[src/rtl/euler_step_sequencer.sv]
// Euler step sequencer: takes the start pulse from the start FSM, issues one
// step request per iteration to the step datapath, advances time by h on each
// acknowledge, and returns a one-cycle final_done when the run ends (step
// budget spent, t_end reached, time overflow, or abort).
module euler_step_sequencer #(
    parameter int DW = 16,
    parameter int CW = 12
) (
    input  logic          clk,
    input  logic          rst_n,
    input  logic          start,
    input  logic          abort,
    input  logic [CW-1:0] num_steps,
    input  logic [DW-1:0] t0,
    input  logic [DW-1:0] h,
    input  logic [DW-1:0] t_end,
    output logic          step_req,
    output logic [DW-1:0] step_t,
    input  logic          step_ack,
    output logic [CW-1:0] step_idx,
    output logic          busy,
    output logic          final_done,
    output logic          aborted
);

    typedef enum logic [1:0] {
        IDLE  = 2'd0,
        ISSUE = 2'd1,
        WAIT  = 2'd2,
        DONE  = 2'd3
    } state_t;

    state_t        state_q, state_d;
    logic [DW-1:0] t_q, t_d;
    logic [DW-1:0] h_q, h_d;
    logic [DW-1:0] t_end_q, t_end_d;
    logic [CW-1:0] nsteps_q, nsteps_d;
    logic [CW-1:0] step_idx_q, step_idx_d;
    logic          aborted_q, aborted_d;
    logic          step_req_q, step_req_d;
    logic [DW-1:0] step_t_q, step_t_d;
    logic          busy_q, busy_d;
    logic          final_done_q, final_done_d;

    // One extra bit on the sum so an overflowing time step ends the run
    // instead of wrapping back below t_end.
    logic [DW:0]   sum_s;
    logic [CW-1:0] idx_inc_s;

    assign sum_s     = {1'b0, t_q} + {1'b0, h_q};
    assign idx_inc_s = step_idx_q + CW'(1);

    // Next-state and next-output logic; outputs are decoded from the next
    // state so every output leaves a flop.
    always_comb begin
        state_d    = state_q;
        t_d        = t_q;
        h_d        = h_q;
        t_end_d    = t_end_q;
        nsteps_d   = nsteps_q;
        step_idx_d = step_idx_q;
        aborted_d  = aborted_q;

        case (state_q)
            IDLE: begin
                if (start) begin
                    nsteps_d   = num_steps;
                    h_d        = h;
                    t_end_d    = t_end;
                    t_d        = t0;
                    step_idx_d = {CW{1'b0}};
                    aborted_d  = 1'b0;
                    if ((num_steps == {CW{1'b0}}) || (t0 >= t_end)) begin
                        state_d = DONE;
                    end else begin
                        state_d = ISSUE;
                    end
                end else begin
                    state_d = IDLE;
                end
            end
            ISSUE: begin
                // An ack arriving in the request cycle belongs to no step yet.
                if (abort) begin
                    aborted_d = 1'b1;
                    state_d   = DONE;
                end else begin
                    state_d = WAIT;
                end
            end
            WAIT: begin
                // Abort wins over a coincident ack: that step is not counted.
                if (abort) begin
                    aborted_d = 1'b1;
                    state_d   = DONE;
                end else if (step_ack) begin
                    t_d = sum_s[DW-1:0];
                    if ((idx_inc_s == nsteps_q) || (sum_s >= {1'b0, t_end_q}) || sum_s[DW]) begin
                        state_d = DONE;
                    end else begin
                        step_idx_d = idx_inc_s;
                        state_d    = ISSUE;
                    end
                end else begin
                    state_d = WAIT;
                end
            end
            DONE: begin
                state_d = IDLE;
            end
            default: begin
                state_d = IDLE;
            end
        endcase

        step_req_d   = (state_d == ISSUE);
        busy_d       = (state_d != IDLE);
        final_done_d = (state_d == DONE);
        if (state_d == ISSUE) begin
            step_t_d = t_d;
        end else begin
            step_t_d = step_t_q;
        end
    end

    // State, run context and registered outputs.
    always_ff @(posedge clk or negedge rst_n) begin
        if (!rst_n) begin
            state_q      <= IDLE;
            t_q          <= {DW{1'b0}};
            h_q          <= {DW{1'b0}};
            t_end_q      <= {DW{1'b0}};
            nsteps_q     <= {CW{1'b0}};
            step_idx_q   <= {CW{1'b0}};
            aborted_q    <= 1'b0;
            step_req_q   <= 1'b0;
            step_t_q     <= {DW{1'b0}};
            busy_q       <= 1'b0;
            final_done_q <= 1'b0;
        end else begin
            state_q      <= state_d;
            t_q          <= t_d;
            h_q          <= h_d;
            t_end_q      <= t_end_d;
            nsteps_q     <= nsteps_d;
            step_idx_q   <= step_idx_d;
            aborted_q    <= aborted_d;
            step_req_q   <= step_req_d;
            step_t_q     <= step_t_d;
            busy_q       <= busy_d;
            final_done_q <= final_done_d;
        end
    end

    assign step_req   = step_req_q;
    assign step_t     = step_t_q;
    assign step_idx   = step_idx_q;
    assign busy       = busy_q;
    assign final_done = final_done_q;
    assign aborted    = aborted_q;

endmodule
[config.mk]
export PLATFORM = sky130hd
export DESIGN_NAME = euler_step_sequencer
export DESIGN_NICKNAME = d
export VERILOG_FILES = /design/src/rtl/euler_step_sequencer.sv
export SDC_FILE = /design/constraint.sdc
export NUM_CORES = 1
export LEC_CHECK = 0
export BUFFER_PORTS_ARGS = -buffer_cell sky130_fd_sc_hd__buf_2
export CAP_MARGIN = 20
export CELL_PAD_IN_SITES_DETAIL_PLACEMENT = 0
export CELL_PAD_IN_SITES_GLOBAL_PLACEMENT = 1
export CORE_UTILIZATION = 40
export CTS_CLUSTER_SIZE = 30
export DETAILED_ROUTE_END_ITERATION = 7
export PLACE_DENSITY = 0.78
export SYNTH_ARGS = -nofsm -noshare
export SYNTH_HDL_FRONTEND = slang
export SYNTH_SLANG_ARGS = --single-unit
[constraint.sdc]
create_clock -name clk -period 4.9 [get_ports clk]
set_input_delay 0 -clock clk [delete_from_list [all_inputs] [get_ports clk]]
set_output_delay 0 -clock clk [all_outputs]
set_load 0.1 [all_outputs]
After elaboration in Yosys (flattened, before gate mapping)
Index checks and enable logic that the tools add are counted.
Word-level totals
  register bits after elaboration: 94
  word-level logic and storage cells: 57
Operators by class
  add/subtract/negate cells: 2
  $lt $le $gt $ge: 2
  equal/unequal tests: 11
  mux-type cells: 19
  reductions and logical operators: 12
Operator list (number)
  2-to-1 mux 12 bit: 4
  2-to-1 mux 16 bit: 3
  case mux 16 bit (2 select lines): 1
  case mux 12 bit (2 select lines): 1
  adder 16 x 16 -> 17 bit: 1
  >= comparator 17 x 16 -> 1 bit: 1
  >= comparator 16 bit: 1
  adder 12 x 1 -> 12 bit (second input constant): 1
  == test 12 bit: 1
  logical NOT 12 bit: 1
  2-to-1 mux 2 bit: 5
  inequality test 2 bit (second input constant): 4
  case mux 2 bit (4 select lines): 1
  == test 2 bit (second input constant): 3
  nonzero test 2 bit: 3
  AND reduction 5 bit: 1
  == test 2 x 1 -> 1 bit (second input constant): 2
  logical OR 1 bit: 3
  2-to-1 mux 1 bit: 3
  AND reduction 3 bit: 1
  logical NOT 2 bit: 1
  inequality test 2 x 1 -> 1 bit (second input constant): 1
  case mux 1 bit (2 select lines): 1
  AND reduction 2 bit: 1
  OR reduction 2 bit: 1

Depth between registers and ports, before layout
  depth in word-level cells: 9
  mapped depth: 19
  depth with buffers taken out: 18

Least setup slack after synthesis
No wires, ideal clock.
  path type: flip-flop to flip-flop
  from: reg t_q[8]
  to: reg step_idx_q[0] (netlist: step_idx[0])
  library setup time: 126 ps
  arrival: 4063 ps
  data required time: 4774 ps
  path slack: 711 ps
  cell stages (with the launch flop): 17
  buffers on the path: 1
  cells stage by stage: dfrtp_1 > ha_1 > a21o_1 > a31o_2 > a31o_2 > o21a_1 > o31ai_1 > nand2b_1 > xor2_1 > ha_1 > a2111oi_0 > and3_1 > o2111ai_1 > nor2_2 > clkbuf_1 > nor2_1 > a221o_1
On the way
  longest elaborated chain between the ends: 6
RTL lines
  start: declaration: line 34  | logic [DW-1:0] t_q, t_d;
  start signal: assignment: line 130  | t_q <= {DW{1'b0}};
  start signal: assignment: line 142  | t_q <= t_d;
  adder 16 x 16 -> 17 bit *: line 50  | assign sum_s = {1'b0, t_q} + {1'b0, h_q};
  >= comparator 17 x 16 -> 1 bit: line 98  | if ((idx_inc_s == nsteps_q) || (sum_s >= {1'b0, t_end_q}) || sum_s[DW]) begin
  logical OR 1 bit: line 98
  logical OR 1 bit *: line 98
  inequality test 2 bit (no line) *
  AND reduction 5 bit (no line) *
  end signal: assignment: line 134  | step_idx_q <= {CW{1'b0}};
  end signal: assignment: line 146  | step_idx_q <= step_idx_d;
  end: declaration: line 38  | logic [CW-1:0] step_idx_q, step_idx_d;
Every way passes the cells marked *; elsewhere a longest branch is shown, timed or not.
A chain may end at the register's enable or synchronous reset.

Worst setup path in the final report
  from: reg t_q[5]
  to: reg step_idx_q[4] (netlist: step_idx[4])
The elaborated chain is that of the path after synthesis.

==> results by group <==
Run status
  • Status: complete, no violations

Clocking
  • Clock latency on the worst-skew pair: approximately 0.35 ns
  • CTS sink count: 94
  • Max clock buf depth: 2
  • CTS Buf Count: 9
  • CTS H-tree depth: 3
  • Clk pin slew, worst setup/hold paths: ~0.060 ns
  • Clock root buffer: clkbuf_16
  • CTS tree: built

Routing
  • DRC: 0
  • Drt first pass iters: 5
  • Vias per inst: about 5.4
  • DR WL/cell: between 15 and 20 µm
  • Post-route ant nets: 0
  • Vias: around 5,500
  • 1st-iter DRT viols: roughly 270
  • Routed wire length: approximately 17,000 µm

STA
  • Hold Vio Cnt, Final: 0
  • Max Fclk: about 220 MHz
  • Setup TNS: 0 ns
  • Min Tclk post-route: roughly 4.6 ns
  • Clk_skew: 0.00660 ns
  • RSZ-0062 raised after global routing: no
  • Fin crit share: a little over nine tenths
  • Slew @ Worst Pin: about 0.80 ns
  • Max-slew headroom: 46.3%
  • Setup violators final: 0
  • Slew Limit Fails: 0

Synth
  • Flops & latches, synth: 94
  • Mapped Avg Cell Area: a little under 9 µm²
  • Top_reg_cell synth: dfrtp_1
  • Top-count cell post-synth: nand2_1
  • Area leader, netlist: dfrtp_1
  • Post-Syn Nets: 817
  • Register area share after synthesis: 37.9%
  • Unique masters post-synth: between 60 and 70
  • Synthesis Warnings: 0
  • Area contributors post-synth: dfrtp_1, ha_1, nand2_1
  • Synth async-reset ratio: 100%
  • Synth top cells by count: nand2_1, dfrtp_1, ha_1
  • Yosys top cell area share: a little under two fifths
  • EDFF count, synth: 0
  • Post-synthesis cell count: ~700
  • Post-synthesis cell area: between 6000 and 7000 µm²

Critical path
  • Critical Path End Type: register
  • CP Max Fanout: 7
  • CP arrival: 4.87 ns
  • CP Data Required Time: approximately 5.2 ns
  • Crit path kind: reg2reg
  • Startpoint Class: register

Placed design
  • Cells after DPL: roughly 960
  • IO Port Bufs: 96
  • Post-DP HPWL: roughly 12,000 µm
  • Placer Congestion: approximately 0.87

Floorplan
  • Initial Utilization: 40.9%
  • Die height: around 130 µm
  • IO Pins: just under 100
  • Die width: between 100 and 150 µm
  • Cell Rows: 45
  • Die area: between 15,000 and 20,000 µm²
  • Core Region: 15,100 µm²

Finish
  • Area grow syn2layout: 24.2%
  • Fin cells: between 1,000 and 1,500
  • N_diodes: 0
  • Ratio of cells with drive above 1 in the final layout: 18.5%
  • Fin nets: 955
  • Finished Core Util: about half

Power
  • Net load switching power: ~2.6 mW
  • Logic gate share of total power: between 60% and 70%
  • Maximum vdd drop: ~370 µV
  • Leak pwr: 3.83 nW
  • Power density over cell area: 697 nW/µm²
  • Sequential power share: between 20% and 30%
  • Clock power frac: between 10% and 20%
  • P_int: approximately 2.7 mW
  • Sw frac: 49.1%

Global routing
  • Initial antenna violation count: 0
  • Gr usage total: between 20% and 30%
  • Pin count of the biggest net entering global routing: 68
  • First-pass GRT wire length: approximately 28,000 µm
  • Vias in the first global route: approximately 5,500
  • Overflow left after global routing: 0

Run
  • Total of max-cap violations: 0

Hold path
  • Hold crit path type: in2reg
-- final timing paths --
kind,startpoint,endpoint,slack [ns],cells past startpoint
worst min register to register,h_q[5]$_DFFE_PN0P_,h_q[5]$_DFFE_PN0P_,0.49,2
min in group asynchronous,rst_n,nsteps_q[8]$_DFFE_PN0P_,0.15,2
max in group asynchronous,rst_n,step_req$_DFF_PN0_,3.60,3
worst max register to register,t_q[5]$_DFF_PN0_,step_idx[4]$_DFFE_PN0P_,0.31,17
worst max-delay path,t_q[5]$_DFF_PN0_,step_idx[4]$_DFFE_PN0P_,0.31,17
worst min-delay path,step_ack,final_done$_DFF_PN0_,0.04,3
-- layer usage --
| layer | GRT usage [%] | part of all wire [%] |
|---|---|---|
| met3 | 4.09 | 4.0 |
| met4 | 7.30 | 1.8 |
| met5 | 0 | 0 |
| met1 | 27.9 | 45 |
| met2 | 38.7 | 49 |
-- sequential cells by signal (all words and copies together) (netlist names) --
register / flops
final_done: 1
step_t: 16
step_req: 1
step_idx: 12
nsteps_q: 12
t_q: 16
state_q: 2
h_q: 16
aborted: 1
t_end_q: 16
busy: 1
-- worst max-delay path: stages, from the launching register on --
cell,delay [ns]
dfrtp_1,0.38
ha_1,0.34
or3_1,0.31
o21ai_0,0.19
o21bai_1,0.28
o21ai_0,0.25
or2_2,0.34
a21oi_1,0.18
xnor2_1,0.09
ha_1,0.18
a21o_1,0.17
a2111oi_0,0.37
and3_1,0.21
o2111ai_1,0.18
buf_4,0.22
or4_1,0.43
or3_1,0.32
nand3_1,0.08
-- power by group through the flow --
| stage | Combinational [mW] | Sequential [mW] | Clock [mW] |
|---|---|---|---|
| global route | 3.67 | 1.36 | 0.804 |
| finish | 3.28 | 1.32 | 0.759 |
| floorplan | 2.00 | 1.85 | 0 |
| CTS | 3.29 | 1.32 | 0.780 |
| global placement | 3.20 | 1.31 | 0 |
| detailed placement | 3.23 | 1.33 | 0 |
-- layout make-up --
cell class                 instances  area [µm²]
clock buffer                      12         246
clock inverter                     4        70.1
fill                            1413        7440
inverter                          48         180
multi-input combinational        523        3510
sequential                        94        2350
tap                              188         235
timing repair buffer             161        1110
-- placed cells by master, fill, tap and decap left out, types with 8 or more instances in the layout --
cell	synthesis	final
nand2_1	148	148
buf_2	3	95
dfrtp_1	94	94
dlygate4sd3_1	0	56
ha_1	52	52
inv_1	48	48
o21ai_0	41	41
nor2_1	27	27
a21oi_1	26	26
nand3_1	15	15
xnor2_1	15	15
nor3_1	13	13
nor2b_1	13	13
mux2_2	13	13
mux2i_1	12	12
nand2b_1	11	11
buf_4	1	10
clkbuf_16	0	9
xor2_1	8	8
nand4_1	8	8
a31oi_1	8	8
mux2_4	8	8
-- through the flow --
step | power (mW) | instance area (µm²) | hold WS, ns | setup slack, ns
finish | 5.37 | 7700 | 0.0446 | 0.313
global route | 5.83 | 7700 | 0.0524 | 0.0141
CTS | 5.39 | 7700 | 0.0358 | 0.290
detailed placement | 4.57 | 6820 | -0.000195 | 0.328
global placement | 4.51 | 6820 | -0.00246 | 0.529
floorplan | 3.85 | 6200 | -0.296 | 0.711
-- logic make-up after synthesis --
logic type               count (synthesis)  share of synthesized area, %
AO/OA/AOI/OAI                          143                          15.8
XOR/XNOR                                23                          3.25
adder cells (fa/ha/maj)                 53                          10.8
buffers and inverters                   82                          5.59
flip-flops                              94                          37.9
multiplexers                            33                          6.24
AND/OR/NAND/NOR                        271                          20.3
-- repair_timing --
action	in CTS	in global routing
hold buffers	56	0
gates resized for setup	0	1
hold endpoints to repair	91	0
buffers inserted	0	0
setup endpoints to repair	0	1
No activity file was read; power rests on OpenSTA's default activity.
